## config.mk

```make
export PLATFORM = sky130hd
export DESIGN_NAME = pong_game_fsm
export DESIGN_NICKNAME = d
export VERILOG_FILES = /design/src/rtl/pong_game_fsm.sv
export SDC_FILE = /design/constraint.sdc
export NUM_CORES = 1
export LEC_CHECK = 0
export ABC_AREA = 1
export BUFFER_PORTS_ARGS = -buffer_cell sky130_fd_sc_hd__buf_4
export CORE_UTILIZATION = 30
export DETAILED_ROUTE_END_ITERATION = 8
export SLEW_MARGIN = 20
export SYNTH_ARGS = -nofsm -noshare
export SYNTH_HDL_FRONTEND = slang
export SYNTH_SLANG_ARGS = --single-unit
```

## constraint.sdc

```tcl
create_clock -name slowclock -period 4.1 [get_ports slowclock]
set_input_delay 0.41 -clock slowclock [delete_from_list [all_inputs] [get_ports slowclock]]
set_output_delay 0.41 -clock slowclock [all_outputs]
set_load 0.1 [all_outputs]
```

## src/rtl/pong_game_fsm.sv

```systemverilog
`default_nettype none
// ============================================================================
// Module   : pong_game_fsm
// Purpose  : Pong game sequencer. Owns paddle/ball positions, bounces, scoring
//            and the SERVE/PLAY/GAMEOVER state machine; advances once per
//            slowclock tick. Outputs are top-left pixel coordinates.
// Revision : 1.0 - initial release
// ============================================================================
module pong_game_fsm #(
  parameter int SCREEN_W    = 640,
  parameter int SCREEN_H    = 480,
  parameter int PADDLE_W    = 20,
  parameter int PADDLE_H    = 100,
  parameter int BALL_SZ     = 20,
  parameter int PL_X        = 100,
  parameter int PR_X        = 500,
  parameter int PADDLE_VEL  = 10,
  parameter int BALL_VEL    = 3,
  parameter int SERVE_DELAY = 30,
  parameter int WIN_SCORE   = 7
) (
  input  logic        slowclock,
  input  logic        iRST_n,
  input  logic        pL_moveup,
  input  logic        pL_movedown,
  input  logic        pR_moveup,
  input  logic        pR_movedown,
  output logic [11:0] pL_ypos,
  output logic [11:0] pR_ypos,
  output logic [11:0] b_xpos,
  output logic [11:0] b_ypos,
  output logic [3:0]  score_L,
  output logic [3:0]  score_R,
  output logic [1:0]  game_state,
  output logic        winner
);

  // Derived geometry, all in the 12-bit coordinate space
  localparam logic [11:0] PADDLE_MAX = 12'(SCREEN_H - PADDLE_H);
  localparam logic [11:0] PVEL       = 12'(PADDLE_VEL);
  localparam logic [11:0] BVEL       = 12'(BALL_VEL);
  localparam logic [11:0] BSZ        = 12'(BALL_SZ);
  localparam logic [11:0] PH         = 12'(PADDLE_H);
  localparam logic [11:0] BY_MAX     = 12'(SCREEN_H - BALL_SZ);
  localparam logic [11:0] BX_MAX     = 12'(SCREEN_W - BALL_SZ);
  localparam logic [11:0] L_EDGE     = 12'(PL_X + PADDLE_W);
  localparam logic [11:0] R_EDGE     = 12'(PR_X - BALL_SZ);
  localparam logic [11:0] CENTRE_X   = 12'((SCREEN_W - BALL_SZ) / 2);
  localparam logic [11:0] CENTRE_Y   = 12'((SCREEN_H - BALL_SZ) / 2);
  localparam logic [11:0] PADDLE_Y0  = 12'((SCREEN_H - PADDLE_H) / 2);
  localparam int          CNT_W      = (SERVE_DELAY > 1) ? $clog2(SERVE_DELAY) : 1;
  localparam logic [CNT_W-1:0] SERVE_LAST = CNT_W'(SERVE_DELAY - 1);
  localparam logic [3:0]  WIN        = 4'(WIN_SCORE);

  typedef enum logic [1:0] {
    ST_SERVE    = 2'b00,
    ST_PLAY     = 2'b01,
    ST_GAMEOVER = 2'b10
  } state_t;

  state_t           state, state_nx;
  logic [11:0]      pl_y, pl_y_nx, pr_y, pr_y_nx;
  logic [11:0]      bx, bx_nx, by, by_nx;
  logic             dx_left, dx_left_nx;   // 1 = ball travelling left
  logic             dy_up, dy_up_nx;       // 1 = ball travelling up
  logic [3:0]       sl, sl_nx, sr, sr_nx;
  logic [CNT_W-1:0] cnt, cnt_nx;
  logic             win, win_nx;
  logic             ov_l, ov_r;

  // One paddle step with clamping; compare first so nothing wraps
  function automatic logic [11:0] paddle_step(input logic [11:0] y,
                                              input logic up_n,
                                              input logic down_n);
    paddle_step = y;
    if (!up_n && down_n)
      paddle_step = (y < PVEL) ? 12'd0 : y - PVEL;
    else if (up_n && !down_n)
      paddle_step = (y + PVEL > PADDLE_MAX) ? PADDLE_MAX : y + PVEL;
  endfunction

  // Vertical overlap of the ball with each paddle, using pre-update positions
  assign ov_l = (by + BSZ > pl_y) && (by < pl_y + PH);
  assign ov_r = (by + BSZ > pr_y) && (by < pr_y + PH);

  // Game state register; asynchronous reset restores the serve position
  always_ff @(posedge slowclock or negedge iRST_n) begin
    if (!iRST_n) begin
      state   <= ST_SERVE;
      pl_y    <= PADDLE_Y0;
      pr_y    <= PADDLE_Y0;
      bx      <= CENTRE_X;
      by      <= CENTRE_Y;
      dx_left <= 1'b0;
      dy_up   <= 1'b0;
      sl      <= '0;
      sr      <= '0;
      cnt     <= '0;
      win     <= 1'b0;
    end else begin
      state   <= state_nx;
      pl_y    <= pl_y_nx;
      pr_y    <= pr_y_nx;
      bx      <= bx_nx;
      by      <= by_nx;
      dx_left <= dx_left_nx;
      dy_up   <= dy_up_nx;
      sl      <= sl_nx;
      sr      <= sr_nx;
      cnt     <= cnt_nx;
      win     <= win_nx;
    end
  end

  // Next-state logic: paddles, serve timer, ball motion, bounces and scoring
  always_comb begin
    state_nx   = state;
    pl_y_nx    = pl_y;
    pr_y_nx    = pr_y;
    bx_nx      = bx;
    by_nx      = by;
    dx_left_nx = dx_left;
    dy_up_nx   = dy_up;
    sl_nx      = sl;
    sr_nx      = sr;
    cnt_nx     = cnt;
    win_nx     = win;

    case (state)
      ST_SERVE: begin
        pl_y_nx = paddle_step(pl_y, pL_moveup, pL_movedown);
        pr_y_nx = paddle_step(pr_y, pR_moveup, pR_movedown);
        bx_nx   = CENTRE_X;
        by_nx   = CENTRE_Y;
        if (cnt == SERVE_LAST) begin
          cnt_nx   = '0;
          state_nx = ST_PLAY;
        end else begin
          cnt_nx = cnt + 1'b1;
        end
      end

      ST_PLAY: begin
        pl_y_nx = paddle_step(pl_y, pL_moveup, pL_movedown);
        pr_y_nx = paddle_step(pr_y, pR_moveup, pR_movedown);

        // Vertical axis: top/bottom wall bounce
        if (dy_up) begin
          if (by < BVEL) begin
            by_nx    = 12'd0;
            dy_up_nx = 1'b0;
          end else begin
            by_nx = by - BVEL;
          end
        end else begin
          if (by + BVEL > BY_MAX) begin
            by_nx    = BY_MAX;
            dy_up_nx = 1'b1;
          end else begin
            by_nx = by + BVEL;
          end
        end

        // Horizontal axis: paddle hit beats miss beats plain step
        if (dx_left && (bx >= L_EDGE) && (bx - BVEL <= L_EDGE) && ov_l) begin
          bx_nx      = L_EDGE;
          dx_left_nx = 1'b0;
        end else if (!dx_left && (bx <= R_EDGE) && (bx + BVEL >= R_EDGE) && ov_r) begin
          bx_nx      = R_EDGE;
          dx_left_nx = 1'b1;
        end else if (dx_left && (bx < BVEL)) begin
          // Right player scores; next serve heads toward the left (loser)
          sr_nx = sr + 1'b1;
          bx_nx = CENTRE_X;
          by_nx = CENTRE_Y;
          if (sr_nx == WIN) begin
            state_nx = ST_GAMEOVER;
            win_nx   = 1'b1;
          end else begin
            state_nx = ST_SERVE;
            cnt_nx   = '0;
          end
        end else if (!dx_left && (bx + BVEL > BX_MAX)) begin
          // Left player scores; next serve heads toward the right (loser)
          sl_nx = sl + 1'b1;
          bx_nx = CENTRE_X;
          by_nx = CENTRE_Y;
          if (sl_nx == WIN) begin
            state_nx = ST_GAMEOVER;
            win_nx   = 1'b0;
          end else begin
            state_nx = ST_SERVE;
            cnt_nx   = '0;
          end
        end else begin
          bx_nx = dx_left ? bx - BVEL : bx + BVEL;
        end
      end

      ST_GAMEOVER: begin
        // Everything frozen until reset
      end

      default: begin
        state_nx = ST_SERVE;
        cnt_nx   = '0;
      end
    endcase
  end

  assign pL_ypos    = pl_y;
  assign pR_ypos    = pr_y;
  assign b_xpos     = bx;
  assign b_ypos     = by;
  assign score_L    = sl;
  assign score_R    = sr;
  assign game_state = state;
  assign winner     = win;

endmodule
`default_nettype wire

```

# After elaboration in Yosys (flattened, before gate mapping)
# Cells that the tools add are included.
[word_totals] register_bits=66 inputBits=6 wordCells=139
[classes] addsub=14 n_lt_le_gt_ge=16 n_eq_ne=12 muxes=47 n_bitwise=4 reduce_logical=35
[ops] operator="$mux 12" n=20
[ops] operator="$pmux 12 s2" n=2
[ops] operator="$gt 12x9->1 const B" n=3
[ops] operator="$mux 5" n=7
[ops] operator="$add 12x2->12 const B" n=2
[ops] operator="$add 12x4->12 const B" n=2
[ops] operator="$add 12x7->12 const B" n=2
[ops] operator="$gt 12x12->1" n=2
[ops] operator="$lt 12x12->1" n=2
[ops] operator="$lt 12x2->1 const B" n=2
[ops] operator="$lt 12x4->1 const B" n=2
[ops] operator="$sub 12x2->12 const B" n=2
[ops] operator="$sub 12x4->12 const B" n=2
[ops] operator="$pmux 5 s3" n=1
[ops] operator="$logic_and 1x1->1" n=14
[ops] operator="$mux 2" n=7
[ops] operator="$add 12x5->12 const B" n=1
[ops] operator="$ge 12x7->1 const B" n=1
[ops] operator="$ge 12x9->1 const B" n=1
[ops] operator="$gt 12x10->1 const B" n=1
[ops] operator="$le 12x7->1 const B" n=1
[ops] operator="$le 12x9->1 const B" n=1
[ops] operator="$reduce_and 6->1" n=2
[ops] operator="$reduce_bool 2->1" n=6
[ops] operator="18 further kinds" n=42

# Depth between registers and ports, before layout
[depth] depth_word=9 mapped_depth=21 ltp_nobuf=20

# Worst setup path after synthesis
# Ideal clock, no wire load.
[synth_path] path_kind="register to register" startpoint="register by[4] (netlist: b_ypos[4])" endpoint="register dx_left" arrival_ns=3.157 t_required_ns=3.983 slack_ns=0.826 stages_incl_launch_ff=19 n_path_buf=1 synth_period_minus_slack_ns=3.274 path_cell_list="dfrtp_1 buf_2 a21oi_1 nor2_1 nand2_1 xor2_1 ha_1 nand2_1 nor2_1 and2_1 nand2_1 nand3_1 nand3b_1 a21oi_1 nand2_1 nand2_1 nand2_1 nand2_1 nand2_1"
[synth_via] elab_chain_cells=6 elab_cells_between_ends=12 classes_between="add/sub: 1; order compare: 4; mux: 1; reduce/logical: 6"
[synth_lines] item="from (decl)" line="63" rtl="logic [11:0] bx, bx_nx, by, by_nx;"
[synth_lines] item="from (signal assigned)" line="105" rtl="by <= by_nx;"
[synth_lines] item="$add 12x5->12" line="83, 84"
[synth_lines] item="$gt 12x12->1 (on tied branches)" line="83, 84"
[synth_lines] item="$logic_and 1x1->1 (on tied branches)" line="83, 84"
[synth_lines] item="$logic_and 1x1->1 (on tied branches)" line="165, 168"
[synth_lines] item="$reduce_bool 2->1 (no source line)"
[synth_lines] item="$reduce_and 2->1 (no source line)"
[synth_lines] item="to (signal assigned)" line="106" rtl="dx_left <= dx_left_nx;"
[synth_lines] item="to (decl)" line="64" rtl="logic dx_left, dx_left_nx;"
# Parallel ways exist; a longest one is shown, timed or not.
# A chain may end at the register's enable or synchronous reset.

# Worst setup path in the final report
[layout_path] startpoint="register by[2] (netlist: b_ypos[2])" endpoint="register dx_left"
# Same word-level chain as after synthesis.

==> results.ini <==
[synthesis]
synth-xor-area-share_pct=8.17
ys_types=48
synth.area.mux_share_pct=0
synth_top_family_by_area=simple AND/OR/NAND/NOR gates
ys_warn_count=0
ys.flop_type=dfrtp_1
synthArstFlopShare_pct=100
synthTopCellsByCount=nand2_1, nor2_1, inv_1
synth_area_leaders=nand2_1, dfrtp_1, ha_1, dfstp_2, xor2_1
synthSimpleGateAreaFrac_pct=35.5
synth_compound_area_share_pct=11.4
synth.largest_area_cell=nand2_1
synth_seq_cells=64
seq_area_frac_synth_pct=23.0
synthCells=1075
synth_top_area_share_pct=15.5
synthAdderAreaFrac_pct=12.7
netlist_area_mm2=0.00707
synth_edf_count=0
syn_avg_cell_area_um2=6.58
yosysMostFrequentCell=nand2_1

[place]
dpl.hpwl_um=16100
dp_slack_ns=1.07
numPortBuffers=62
gp_congestion=0.890

[floorplan]
ios=65
chipWidth_um=156
start_util_pct=31.0
fp-row-count=55
design.core.area_mm2=0.0228
die_area_mm2=0.0242
die_h_um=156

[cells_and_area]
area_growth_pct=14.8
design.final.nets=1202
drive_gt1_share_pct=12.0
multiInputGateArea_mm2=0.00481
nFillCells=2527
regArea_mm2=0.00163
num_antenna_cells=0
post-route-util_pct=35.5

[timing]
drv_slew=0
worst_pin_slew_ns=0.849
fmax_ghz=0.323
setup_violations=0
fin_setup_tns_ns=0
setup_ws_ns=1.01
rsz0062_at_grt=no
fin_crit_ns=3.09
finalHoldViolCount=0
fin_skew_ns=0.00623
relSlewSlack_pct=43.4
timing.final.crit_share_pct=75.4

[cts]
htreeDepth=3
path_clk_slew_ns=0.06
clock_sinks=64
cts_setup_buffers=0
insertion_delay_ns=0.34
clockBufferDepth=2
root_buffer=clkbuf_16
cts_buffers=9
cts_tree=yes
hold_buffers=0
cts_resized=0

[drt]
wire_per_inst_um=14.5
drc_errors=0
first_pass_iters=5
ant_nets=0
wl_um=20900
vias_per_cell=4.89
vias=7047
drt_iter0_drc=460

[grt]
gr-total-overflow=0
grtUsageTotal_pct=17.7
grt_pass1_vias=6579
grt_max_degree=65
antenna_found_initial=0
grt_pass1_wl_um=34200

[worst_setup_path]
crit_path_start_kind=flop
cp_max_fo=11
arrival_ns=3.32
required_ns=4.33
crit_type=flop to flop
cp-end-kind=flop
reg2reg_slack_ns=1.01

[worst_hold_path]
hold_path_class=input pin to asynchronous set/reset pin

[power]
power.total_mw=4.19
vdd.ir_drop.worst_uv=365
pwr_density_cell_mw_per_mm2=516
p_leak_nw=4.24

[outcome]
status=finished clean

[flow_run]
max_cap_viol_count=0

-- worst paths after layout --
path                       startpoint         end  cells past startpoint
min in group slowclock         winner      winner                      2
min                            iRST_n  pL_ypos[9]                      1
max in group asynchronous      iRST_n  b_xpos[10]                      1
min reg2reg                    winner      winner                      2
max                         b_ypos[2]     dx_left                     18
max reg2reg                 b_ypos[2]     dx_left                     18
-- registers in the layout, indices dropped and copies added (netlist names) --
| name | flops |
|---|---|
| pL_ypos | 11 |
| score_L | 4 |
| winner | 1 |
| game_state | 2 |
| dx_left | 1 |
| b_ypos | 12 |
| b_xpos | 12 |
| pR_ypos | 11 |
| dy_up | 1 |
| score_R | 4 |
| cnt | 5 |
-- cell families after synthesis --
kind of cell             Yosys count
adder cells (fa/ha/maj)           72
XOR/XNOR                          66
other                              1
flip-flops                        64
AO/OA/AOI/OAI                    142
buffers and inverters            162
AND/OR/NAND/NOR                  568
-- critical path, cell delays in order, from the launching register on --
cell and delay (ns):
dfstp_2 0.67, ha_1 0.24, nor2_1 0.07, nor2_1 0.20
nand2_1 0.09, xor2_1 0.17, ha_1 0.28, nand2_1 0.06
nor2_1 0.16, and2_1 0.17, nand2_1 0.05, nand3_1 0.11
nand3b_1 0.12, a21oi_1 0.13, nand2_1 0.15, nand2_1 0.12
nand2_1 0.05, nand2_1 0.06, nand2_1 0.07
-- final cells by class --
class | instances | share of cell area [%]
clock buffers | 11 | 2.99
clock inverters | 5 | 0.694
inverters | 134 | 6.20
multi-input cells | 850 | 59.2
flip-flops and latches | 64 | 20.1
well taps | 313 | 4.83
repair buffers | 65 | 6.01
-- where the power goes --
group          internal [mW]  switching [mW]  total (mW)
logic                  0.732            1.70        2.43
clock network          0.487           0.314       0.801
registers              0.757           0.194       0.951
-- placed cells by master, fill, tap and decap left out, drive strengths merged, types with 4 or more instances in the layout --
cell and n:
a21oi 67, inv 128, a31oi 7, xor2 60, dfrtp 42, xnor2 6
ha 72, clkinv 9, clkbuf 11, o21ai 45, o31ai 5, buf 65
dfstp 22, nor3 14, nand4 22, nor2 133, o22ai 4, nand3 84
nand2 299, nand3b 9
-- metal layers --
| layer | track usage [%] | up-vias | part of all wire [%] |
|---|---|---|---|
| li1 | - | 3582 | - |
| met1 | 24.0 | 3256 | 48 |
| met2 | 28.4 | 187 | 45 |
| met3 | 3.36 | 22 | 5.5 |
| met4 | 5.28 | 0 | 1.6 |
| met5 | 0 | - | 0 |
-- stage by stage --
step                      area, µm²  instances  hold WS, ns
after global routing           8120       1442        0.235
final                          8120       1442        0.165
after floorplan                7080       1076        0.114
after global placement         7820       1426        0.500
after CTS                      8120       1442        0.215
after detailed placement       7820       1426        0.486
(Power assumes the default switching activity.)
